**src/rtl/seg_pkg.sv**
```systemverilog
// Shared constants for the two-digit seven-segment feeder: active-low segment
// patterns (bit0..6 = a..g, bit7 = dp), bit positions and the handshake states.
package seg_pkg;

    localparam logic [7:0] SEG_BLANK = 8'hFF;

    localparam logic [7:0] SEG_HEX_0 = 8'hC0;
    localparam logic [7:0] SEG_HEX_1 = 8'hF9;
    localparam logic [7:0] SEG_HEX_2 = 8'hA4;
    localparam logic [7:0] SEG_HEX_3 = 8'hB0;
    localparam logic [7:0] SEG_HEX_4 = 8'h99;
    localparam logic [7:0] SEG_HEX_5 = 8'h92;
    localparam logic [7:0] SEG_HEX_6 = 8'h82;
    localparam logic [7:0] SEG_HEX_7 = 8'hF8;
    localparam logic [7:0] SEG_HEX_8 = 8'h80;
    localparam logic [7:0] SEG_HEX_9 = 8'h90;
    localparam logic [7:0] SEG_HEX_A = 8'h88;
    localparam logic [7:0] SEG_HEX_B = 8'h83;
    localparam logic [7:0] SEG_HEX_C = 8'hC6;
    localparam logic [7:0] SEG_HEX_D = 8'hA1;
    localparam logic [7:0] SEG_HEX_E = 8'h86;
    localparam logic [7:0] SEG_HEX_F = 8'h8E;

    localparam int SEG_A_BIT  = 0;
    localparam int SEG_B_BIT  = 1;
    localparam int SEG_C_BIT  = 2;
    localparam int SEG_D_BIT  = 3;
    localparam int SEG_E_BIT  = 4;
    localparam int SEG_F_BIT  = 5;
    localparam int SEG_G_BIT  = 6;
    localparam int SEG_DP_BIT = 7;

    typedef enum logic [0:0] {
        ST_IDLE = 1'b0,
        ST_PEND = 1'b1
    } feed_state_e;

    function automatic logic [7:0] hex_to_seg(input logic [3:0] nibble);
        case (nibble)
            4'h0:    return SEG_HEX_0;
            4'h1:    return SEG_HEX_1;
            4'h2:    return SEG_HEX_2;
            4'h3:    return SEG_HEX_3;
            4'h4:    return SEG_HEX_4;
            4'h5:    return SEG_HEX_5;
            4'h6:    return SEG_HEX_6;
            4'h7:    return SEG_HEX_7;
            4'h8:    return SEG_HEX_8;
            4'h9:    return SEG_HEX_9;
            4'hA:    return SEG_HEX_A;
            4'hB:    return SEG_HEX_B;
            4'hC:    return SEG_HEX_C;
            4'hD:    return SEG_HEX_D;
            4'hE:    return SEG_HEX_E;
            4'hF:    return SEG_HEX_F;
            default: return SEG_BLANK;
        endcase
    endfunction

endpackage

```
**src/rtl/hex7seg.sv**
```systemverilog
// Combinational nibble decoder: hex digit, decimal point and blank to an
// active-low segment pattern. A blanked digit still shows its decimal point.
module hex7seg
    import seg_pkg::*;
(
    input  logic [3:0] nibble,
    input  logic       dp,
    input  logic       blank,
    output logic [7:0] seg
);

    logic [7:0] base_s;

    // Glyph selection before the decimal point is merged in
    always_comb begin
        base_s = SEG_BLANK;
        if (blank) begin
            base_s = SEG_BLANK;
        end else begin
            base_s = hex_to_seg(nibble);
        end
    end

    assign seg = {base_s[SEG_DP_BIT] & ~dp, base_s[SEG_G_BIT:SEG_A_BIT]};

endmodule

```
**src/rtl/seg_feed.sv**
```systemverilog
// Feeder for the two-digit seven-segment switcher: scan divider, load handshake
// and frame-aligned commit of the displayed value so a digit pair never tears.
module seg_feed
    import seg_pkg::*;
#(
    parameter int DIV_COUNT = 50000,
    parameter int CNT_W     = 16
) (
    input  logic       clk,
    input  logic       rst,
    input  logic [7:0] value,
    input  logic [1:0] dp,
    input  logic       blank_lz,
    input  logic       load,
    output logic       ready,
    output logic       clkDiv,
    output logic [7:0] led1,
    output logic [7:0] led2,
    output logic       frame
);

    localparam logic [CNT_W-1:0] CNT_LAST = CNT_W'(DIV_COUNT - 1);

    logic [CNT_W-1:0] cnt_r;
    logic             clk_div_r;
    feed_state_e      state_r;
    logic             ready_r;
    logic [7:0]       pend_value_r;
    logic [1:0]       pend_dp_r;
    logic             pend_blank_r;
    logic [7:0]       shadow_value_r;
    logic [1:0]       shadow_dp_r;
    logic             shadow_blank_r;
    logic [7:0]       led1_r;
    logic [7:0]       led2_r;
    logic             frame_r;

    logic             tc_s;
    logic             boundary_s;
    logic             commit_s;
    logic [7:0]       disp_value_s;
    logic [1:0]       disp_dp_s;
    logic             disp_blank_s;
    logic             blank1_s;
    logic [7:0]       seg1_s;
    logic [7:0]       seg2_s;

    assign tc_s       = (cnt_r == CNT_LAST);
    assign boundary_s = tc_s & clk_div_r;
    assign commit_s   = boundary_s & (state_r == ST_PEND);

    // The output registers load at the boundary edge, so decode what the shadow is about to hold
    always_comb begin
        disp_value_s = shadow_value_r;
        disp_dp_s    = shadow_dp_r;
        disp_blank_s = shadow_blank_r;
        if (commit_s) begin
            disp_value_s = pend_value_r;
            disp_dp_s    = pend_dp_r;
            disp_blank_s = pend_blank_r;
        end else begin
            disp_value_s = shadow_value_r;
            disp_dp_s    = shadow_dp_r;
            disp_blank_s = shadow_blank_r;
        end
    end

    assign blank1_s = disp_blank_s & (disp_value_s[7:4] == 4'h0);

    hex7seg u_digit1 (
        .nibble (disp_value_s[7:4]),
        .dp     (disp_dp_s[1]),
        .blank  (blank1_s),
        .seg    (seg1_s)
    );

    hex7seg u_digit2 (
        .nibble (disp_value_s[3:0]),
        .dp     (disp_dp_s[0]),
        .blank  (1'b0),
        .seg    (seg2_s)
    );

    // Scan divider: clkDiv toggles every DIV_COUNT cycles
    always_ff @(posedge clk or posedge rst) begin
        if (rst) begin
            cnt_r     <= {CNT_W{1'b0}};
            clk_div_r <= 1'b0;
        end else if (tc_s) begin
            cnt_r     <= {CNT_W{1'b0}};
            clk_div_r <= ~clk_div_r;
        end else begin
            cnt_r     <= cnt_r + {{(CNT_W-1){1'b0}}, 1'b1};
            clk_div_r <= clk_div_r;
        end
    end

    // Handshake FSM with pending and shadow registers
    always_ff @(posedge clk or posedge rst) begin
        if (rst) begin
            state_r        <= ST_IDLE;
            ready_r        <= 1'b1;
            pend_value_r   <= 8'h00;
            pend_dp_r      <= 2'b00;
            pend_blank_r   <= 1'b0;
            shadow_value_r <= 8'h00;
            shadow_dp_r    <= 2'b00;
            shadow_blank_r <= 1'b0;
        end else begin
            case (state_r)
                ST_IDLE: begin
                    if (load) begin
                        pend_value_r <= value;
                        pend_dp_r    <= dp;
                        pend_blank_r <= blank_lz;
                        state_r      <= ST_PEND;
                        ready_r      <= 1'b0;
                    end
                end
                ST_PEND: begin
                    if (boundary_s) begin
                        shadow_value_r <= pend_value_r;
                        shadow_dp_r    <= pend_dp_r;
                        shadow_blank_r <= pend_blank_r;
                        state_r        <= ST_IDLE;
                        ready_r        <= 1'b1;
                    end
                end
                default: begin
                    state_r <= ST_IDLE;
                    ready_r <= 1'b1;
                end
            endcase
        end
    end

    // Segment outputs only move at a frame boundary; frame marks that edge
    always_ff @(posedge clk or posedge rst) begin
        if (rst) begin
            led1_r  <= SEG_HEX_0;
            led2_r  <= SEG_HEX_0;
            frame_r <= 1'b0;
        end else begin
            frame_r <= boundary_s;
            if (boundary_s) begin
                led1_r <= seg1_s;
                led2_r <= seg2_s;
            end
        end
    end

    assign ready  = ready_r;
    assign clkDiv = clk_div_r;
    assign led1   = led1_r;
    assign led2   = led2_r;
    assign frame  = frame_r;

endmodule

```
**config.mk**
```make
export PLATFORM = sky130hd
export DESIGN_NAME = seg_feed
export DESIGN_NICKNAME = d
export VERILOG_FILES = /design/src/rtl/seg_pkg.sv /design/src/rtl/hex7seg.sv /design/src/rtl/seg_feed.sv
export SDC_FILE = /design/constraint.sdc
export NUM_CORES = 1
export LEC_CHECK = 0
export BUFFER_PORTS_ARGS = -buffer_cell sky130_fd_sc_hd__buf_4
export CAP_MARGIN = 10
export CORE_UTILIZATION = 64
export DETAILED_ROUTE_END_ITERATION = 16
export PLACE_DENSITY = 0.94
export SYNTH_ARGS = -nofsm -noshare
export SYNTH_HDL_FRONTEND = slang
export SYNTH_SLANG_ARGS = --single-unit
export TNS_END_PERCENT = 10
```
**constraint.sdc**
```tcl
create_clock -name clk -period 5.7 [get_ports clk]
set_input_delay 1.14 -clock clk [delete_from_list [all_inputs] [get_ports clk]]
set_output_delay 1.14 -clock clk [all_outputs]
set_load 0.02 [all_outputs]
```
==> results of run 1 <==
==> state kept, by name, indices dropped and copies added, names as in the netlist <==
signal          cells
cnt_r              16
pend_blank_r        1
clkDiv              1
led2                8
shadow_value_r      8
pend_value_r        8
shadow_dp_r         2
state_r             1
shadow_blank_r      1
led1                8
frame               1
pend_dp_r           2
ready               1
==> power breakdown <==
part	switching (mW)	total [mW]	leakage (nW)	internal, mW
registers	0.0186	0.440	0.755	0.422
clock network	0.171	0.384	0.0945	0.213
logic	0.0237	0.0475	0.929	0.0238
==> final cells by class <==
type                            count  area [um^2]
Sequential cell                    58         1460
Clock buffer                       10          138
Multi-Input combinational cell    250         1690
Timing Repair Buffer               34          255
Fill cell                         350         1070
Inverter                           16         60.1
Clock inverter                      6         66.3
Tap cell                           67         83.8
==> final timing paths <==
kind | startpoint | to | slack [ns] | cells after the start
setup / recovery | cnt_r[11] | led2[2] | 2.06 | 8
hold / removal | cnt_r[0] | cnt_r[0] | 0.46 | 1
setup reg to reg | cnt_r[11] | led2[2] | 2.06 | 8
hold reg to reg | cnt_r[0] | cnt_r[0] | 0.46 | 1
max in group asynchronous | rst | led1[3] | 4.27 | 3
min in group asynchronous | rst | cnt_r[3] | 0.99 | 3
==> cells in the mapped netlist (6+ instances only) <==
cell type	count
xor2_1	11
and3_1	11
dfrtp_1	53
a31oi_1	6
mux2i_1	10
nand3_1	14
inv_1	14
mux2_2	10
ha_1	11
clkbuf_1	13
a21oi_1	21
nand2_1	31
nor2_1	30
o21ai_0	12
nor3_1	7
nand4_1	6
o21ai_1	9
==> through the flow <==
stage,std cells,instance area [um^2],util (%),power (mW)
after floorplan,341,3280,-,0.476
after global routing,441,3750,77.8,0.904
final,441,3750,77.8,0.872
after CTS,441,3750,77.8,0.879
after global placement,425,3540,73.6,0.493
after detailed placement,425,3540,73.6,0.494
==> critical path, stage by stage, from the launching register on <==
cell,delay (ns)
dfrtp_1,0.46
or4b_4,0.61
nor4_4,0.67
nand2_4,0.29
mux2i_1,0.48
inv_1,0.16
ha_1,0.27
or4_1,0.54
nand3_1,0.09
==> logic make-up (layout without fill, tap and decap cells) <==
kind of cell / Yosys count / count (layout)
adder cells (fa/ha/maj): 11 / 11
AND/OR/NAND/NOR: 130 / 130
AO/OA/AOI/OAI: 72 / 72
flip-flops: 58 / 58
XOR/XNOR: 16 / 16
buffers and inverters: 33 / 66
multiplexers: 21 / 21
==> per-layer routing <==
layer  global-route usage (%)  part of all wire (%)  up-vias  wire length (um)
met5                        0                     0        -                 0
met4                     12.8                   2.4        0               182
met3                     11.2                   7.6       25               580
met2                     48.6                    47      147              3560
met1                     41.6                    44     1325              3330
li1                         -                     -     1266                 -
==> placed cells by master, fill, tap and decap left out, types with 3 or more instances in the layout <==
cell type | synthesis | routed
clkinvlp_4 | 0 | 3
o21ai_1 | 9 | 9
dfstp_2 | 5 | 5
ha_1 | 11 | 11
nor2_1 | 30 | 30
a21oi_1 | 21 | 21
o31ai_1 | 3 | 3
a31oi_1 | 6 | 6
nor3_1 | 7 | 7
o21ai_0 | 12 | 12
mux2i_1 | 10 | 10
inv_1 | 14 | 13
nor2b_1 | 3 | 3
and3_1 | 11 | 11
o211ai_1 | 4 | 4
mux2_2 | 10 | 10
nand2_1 | 31 | 31
nand4_1 | 6 | 6
nor3b_1 | 4 | 4
xor2_1 | 11 | 11
clkbuf_8 | 0 | 10
dfrtp_1 | 53 | 53
xnor2_1 | 5 | 5
buf_4 | 0 | 34
nand3_1 | 14 | 14
==> reports/metrics.yaml, run 1 <==
run_status:
  status: "finished, final reports clean"
logic_synthesis:
  synthesis.nets: 366
  yosys.area_share.simple_pct: 22.5
  syn_area_um2: 3280
  ys_dominant_reg_cell: "dfrtp_1"
  synth_warnings: 0
  yosys.area_share.adder_pct: 4.20
  synth_top_family_by_area: "simple AND/OR/NAND/NOR gates"
  avgSynthCellArea_um2: 9.62
  synthXorXnorAreaFrac_pct: 4.27
  synth.ff_latch_count: 58
  synth_area_leaders: "dfrtp_1 40%, ha_1 4.2%, dfstp_2 4.0%"
  synthMuxAreaShare_pct: 7.17
  synth_top_cell_area_share_pct: 40.4
  synth_edf_count: 0
  ys_async_sr_fraction_pct: 100
  netlist_instances: 341
  synth_cell_types: 60
  post-synth-top-area-cell: "dfrtp_1"
  seq_area_frac_synth_pct: 44.4
  synth_compound_area_share_pct: 13.4
clocking:
  cts.sinks: 58
  cts-root-buf: "clkbuf_8"
  cts_buffers: 9
  clockBufferDepth: 2
  cts_tree: "built"
  clkTransAtPathRegs_ns: 0.07
  insertion_delay_ns: 0.35
  htree_num_levels: 3
  post_cts_buffers: 0
  cts_resized: 0
  ctsHoldBuffers: 0
floorplanning:
  start_util_pct: 68.1
  row_count: 25
  die-area_um2: 5410
  die_height_um: 73.6
  num_io_pins: 33
  die_x_um: 73.6
  core_um2: 4820
route:
  drtIter0Drc: 369
  drc: 0
  drt_pre_antenna_iters: 5
  vias_per_cell: 6.27
  vias: 2763
  wire_per_inst_um: 17.4
  finalWirelength_um: 7660
  ant_nets: 0
sta:
  min_period_over_period_pct: 63.9
  min_period_ns: 3.64
  worstMarginPinSlew_ns: 1.16
  skew_ns: 0.00657
  fmax_mhz: 274
  timing.final.max_slew_violations: 0
  rsz0062_at_grt: "false"
  finalHoldViolCount: 0
  maxSlewHeadroom_pct: 22.7
  whs_ns: 0.463
  finalSetupTns_ns: 0
  setup_ws_ns: 2.06
  finalSetupViolCount: 0
setup_path:
  worst-path-max-fanout: 17
  worstPathArrival_ns: 3.93
  worstSetupEndpointType: "flop"
  path_class: "reg2reg"
  critPathLaunchType: "flop"
  required_ns: 5.99
pwr:
  power_density_nw_per_um2: 233
  p_leak_nw: 1.78
  ir_drop_mv: 0.213
cells_and_area:
  antenna_cells: 0
  drive_above_1_share_pct: 21.4
  syn2layout_area_growth_pct: 14.3
  finalNetCount: 394
placed_design:
  numPortBuffers: 32
  hpwl_um: 5190
  globalplace.congestion: 0.971
  dp_slack_ns: 2.17
global_routing:
  grt_pass1_wl_um: 12600
  grt_overflow: 0
  grt_pass1_vias: 2641
  track_usage_pct: 31.9
  grt_max_degree: 59
  antenna_found_initial: 0
job:
  drv_cap: 0
hold_path:
  worst_hold_path_type: "reg2reg"
No activity file was read; power rests on OpenSTA's default activity.
==> run 2, diff against run 1 <==
--- a/config.mk
+++ b/config.mk
@@ -5,11 +5,12 @@
 export SDC_FILE = /design/constraint.sdc
 export NUM_CORES = 1
 export LEC_CHECK = 0
+export ABC_AREA = 1
 export BUFFER_PORTS_ARGS = -buffer_cell sky130_fd_sc_hd__buf_4
 export CAP_MARGIN = 10
-export CORE_UTILIZATION = 64
+export CORE_UTILIZATION = 53
 export DETAILED_ROUTE_END_ITERATION = 16
-export PLACE_DENSITY = 0.94
+export PLACE_DENSITY = 0.85
 export SYNTH_ARGS = -nofsm -noshare
 export SYNTH_HDL_FRONTEND = slang
 export SYNTH_SLANG_ARGS = --single-unit
==> constraint.sdc (replaced) <==
create_clock -name clk -period 2.9 [get_ports clk]
set_input_delay 0.58 -clock clk [delete_from_list [all_inputs] [get_ports clk]]
set_output_delay 0.58 -clock clk [all_outputs]
set_load 0.02 [all_outputs]
==> reports/metrics.yaml, run 2 <==
logic_synthesis:
  synthesis.nets: 433  # +18%
  synth.most_common_cell: "nand2_1"
  yosys.area_share.adder_pct: 4.24  # +0.044 points
  syn_area_um2: 3250  # -1.0%
  netlist_instances: 408  # +20%
  netlist_top_cells_count: "121 x nand2_1, 53 x dfrtp_1, 47 x inv_1, 38 x nor2_1, 26 x nand3_1"
  synth_warnings: 0  # unchanged
  synthXorXnorAreaFrac_pct: 0.810  # -3.5 points
  yosys.area_share.simple_pct: 34.7  # +12 points
  avgSynthCellArea_um2: 7.95  # -17%
  seq_area_frac_synth_pct: 44.9  # +0.46 points
  synth_compound_area_share_pct: 7.21  # -6.1 points
  synth_cell_types: 38  # -37%
  synth_edf_count: 0  # unchanged
  synth.ff_latch_count: 58  # unchanged
  ys_dominant_reg_cell: "dfrtp_1"
  synth_area_leaders: "dfrtp_1 41%, nand2_1 14%, inv_1 5.4%"
  ys_async_sr_fraction_pct: 100  # unchanged
  synthMuxAreaShare_pct: 0  # -7.2 points
  synth_top_cell_area_share_pct: 40.9  # +0.42 points
  synth_top_family_by_area: "simple AND/OR/NAND/NOR gates"
  post-synth-top-area-cell: "dfrtp_1"
route:
  wire_per_inst_um: 12.5  # -28%
  drt_pre_antenna_iters: 4  # -1
  drtIter0Drc: 120  # -67%
  vias_per_cell: 5.12  # -18%
  drc: 0  # unchanged
  finalWirelength_um: 6590  # -14%
  ant_nets: 0  # unchanged
  vias: 2700  # -2.3%
pwr:
  p_leak_nw: 2.07  # +16%
  ir_drop_mv: 0.388  # +82%
  power_mw: 1.89  # +120%
  internal-power_mw: 1.52  # +130%
  power_density_nw_per_um2: 492  # +110%
  p_sw_share_pct: 19.5  # -5.0 points
  pwr-share-clk_pct: 54.0  # +10 points
  combPwrFrac_pct: 2.3  # -3.2 points
  power.switching_mw: 0.369  # +73%
  power.share.sequential_pct: 43.6  # -6.9 points
placed_design:
  hpwl_um: 4620  # -11%
  dp.cells: 511  # +20%
  globalplace.congestion: 0.916  # -5.7%
  dp_slack_ns: 0.498  # -1.67 ns
  numPortBuffers: 32  # unchanged
setup_path:
  cp_slowest_stage_delay_ns: 0.41  # -0.26 ns
  crit_family: "simple AND/OR/NAND/NOR gates"
  worstPathArrival_ns: 2.73  # -1.20 ns
  worst-path-max-fanout: 12  # -5
  critPathLaunchType: "flop"
  cp_num_cells: 13  # +5
  slowest_stage: "nand4_2"
  path_class: "reg2reg"
  worst_path_most_repeated_cell: "nand2_1"
  crit_chain: "ha_1 > nand3_2 > nor2_2 > nand4_2 > nand2_1 > o21ai_4 > ha_1 > nand3_1 > nand2_1 > nand2_1 > nand2_1 > nand2_1 > nand2_1"
  path_buf_inv: 0  # -1
  r2r_cells: 13  # +5
  required_ns: 3.13  # -2.86 ns
  worstSetupEndpointType: "flop"
sta:
  min_period_over_period_pct: 86.2  # +22 points
  maxSlewHeadroom_pct: 53.3  # +31 points
  skew_ns: 0.00645  # -0.000117 ns
  finalHoldViolCount: 0  # unchanged
  finalSetupViolCount: 0  # unchanged
  finalSetupTns_ns: 0  # unchanged
  worstMarginPinSlew_ns: 0.700  # -0.458 ns
  min_period_ns: 2.50  # -1.15 ns
  timing.final.max_slew_violations: 0  # unchanged
  setup_ws_ns: 0.401  # -1.65 ns
  fmax_mhz: 400  # +46%
  rsz0062_at_grt: "false"
global_routing:
  grt_pass1_vias: 2652  # +0.42%
  antenna_found_initial: 0  # unchanged
  track_usage_pct: 23.7  # -8.2 points
  grt_pass1_wl_um: 11600  # -8.3%
  grt_overflow: 0  # unchanged
  grt_max_degree: 59  # unchanged
run_status:
  status: "finished, final reports clean"
cells_and_area:
  syn2layout_area_growth_pct: 18.2
  drive_above_1_share_pct: 24.1  # +2.7 points
  finalNetCount: 472  # +20%
  nFillCells: 479  # +37%
  largest_register_ffs: 16  # unchanged
  top_register: "cnt_r"
  layout_commonest_cell: "nand2_1"
  final_cell_count_no_fill: 527  # +20%
  seq_area_um2: 1460  # unchanged
  multi_input_comb_area_um2: 1520  # -9.8%
  final_cell_mix: "121 x nand2_1, 53 x dfrtp_1, 46 x inv_1"
  antenna_cells: 0  # unchanged
floorplanning:
  die_height_um: 80.3  # +9.1%
  row_count: 28  # +12%
  num_io_pins: 33  # unchanged
  start_util_pct: 54.8  # -13 points
  die-area_um2: 6440  # +19%
  die_x_um: 80.3  # +9.1%
  core_um2: 5920  # +23%
clocking:
  ctsHoldBuffers: 0  # unchanged
  clockBufferDepth: 2  # unchanged
  post_cts_buffers: 0  # unchanged
  cts_tree: "built"
  clkTransAtPathRegs_ns: 0.07  # about the same
  cts-root-buf: "clkbuf_8"
  cts_buffers: 9  # unchanged
  htree_num_levels: 3  # unchanged
  cts.sinks: 58  # unchanged
  cts_resized: 0  # unchanged
  insertion_delay_ns: 0.34  # about the same
job:
  drv_cap: 0  # unchanged
hold_path:
  worst_hold_path_type: "in2async"
==> run 2: cell count changes after synthesis, moves of 10 or more <==
cell | previous run | this run
nand2_1 | 31 | 121
inv_1 | 14 | 47
a21oi_1 | 21 | 3
nand2_2 | 0 | 14
nand3_1 | 14 | 26
and3_1 | 11 | 1
clkbuf_1 | 13 | 3
mux2_2 | 10 | 0
mux2i_1 | 10 | 0
==> run 2: stage by stage <==
stage	instance area (um^2)	util, %	hold slack, ns
floorplan	3250	-	0.430
CTS	3840	64.8	0.425
finish	3840	64.8	0.438
detailed placement	3560	60.2	0.457
global route	3840	64.8	0.442
global placement	3560	60.2	0.443
==> run 2: final cells by class <==
type	count	share of cell area, %
clock buffer	10	3.59
clock inverter	6	3.55
inverter	55	5.51
multi-input combinational	286	39.7
sequential	58	38.0
tap	75	2.45
timing repair buffer	37	7.24
==> run 2: routing by layer <==
layer	routed length, um	share of wire, %	vias up	GRT usage [%]
met3	335	5.1	12	6.02
li1	-	-	1358	-
met4	121	1.8	0	9.82
met2	3190	48	82	39.1
met1	2950	45	1248	29.6
met5	0	0	-	0
==> run 2: cell families after synthesis <==
logic type / after synthesis
AO/OA/AOI/OAI: 35
XOR/XNOR: 3
buffers and inverters: 64
flip-flops: 58
AND/OR/NAND/NOR: 237
adder cells (fa/ha/maj): 11
==> run 2: path summary, 6_finish.rpt <==
check | start | end | slack [ns]
max | cnt_r[0] | led2[3] | 0.40
min | rst | pend_dp_r[0] | 0.44
max reg2reg | cnt_r[0] | led2[3] | 0.40
min reg2reg | cnt_r[0] | cnt_r[0] | 0.47
max in group asynchronous | rst | led2[3] | 2.00
min in group clk | dp[1] | pend_dp_r[1] | 0.44
==> run 2: worst reg2reg max path: stages, from the launching register on <==
cell	delay [ns]
dfrtp_1	0.37
ha_1	0.20
nand3_2	0.14
nor2_2	0.21
nand4_2	0.41
nand2_1	0.30
o21ai_4	0.11
ha_1	0.21
nand3_1	0.13
nand2_1	0.09
nand2_1	0.06
nand2_1	0.05
nand2_1	0.05
nand2_1	0.05
==> run 2: power by group through the flow <==
stage          clock [mW]  sequential (mW)  combinational (mW)
5_1_grt              1.08            0.824              0.0505
3_3_place_gp            0            0.839              0.0443
2_1_floorplan           0            0.839              0.0213
6_report             1.02            0.824              0.0437
4_1_cts              1.04            0.824              0.0460
3_5_place_dp            0            0.839              0.0453
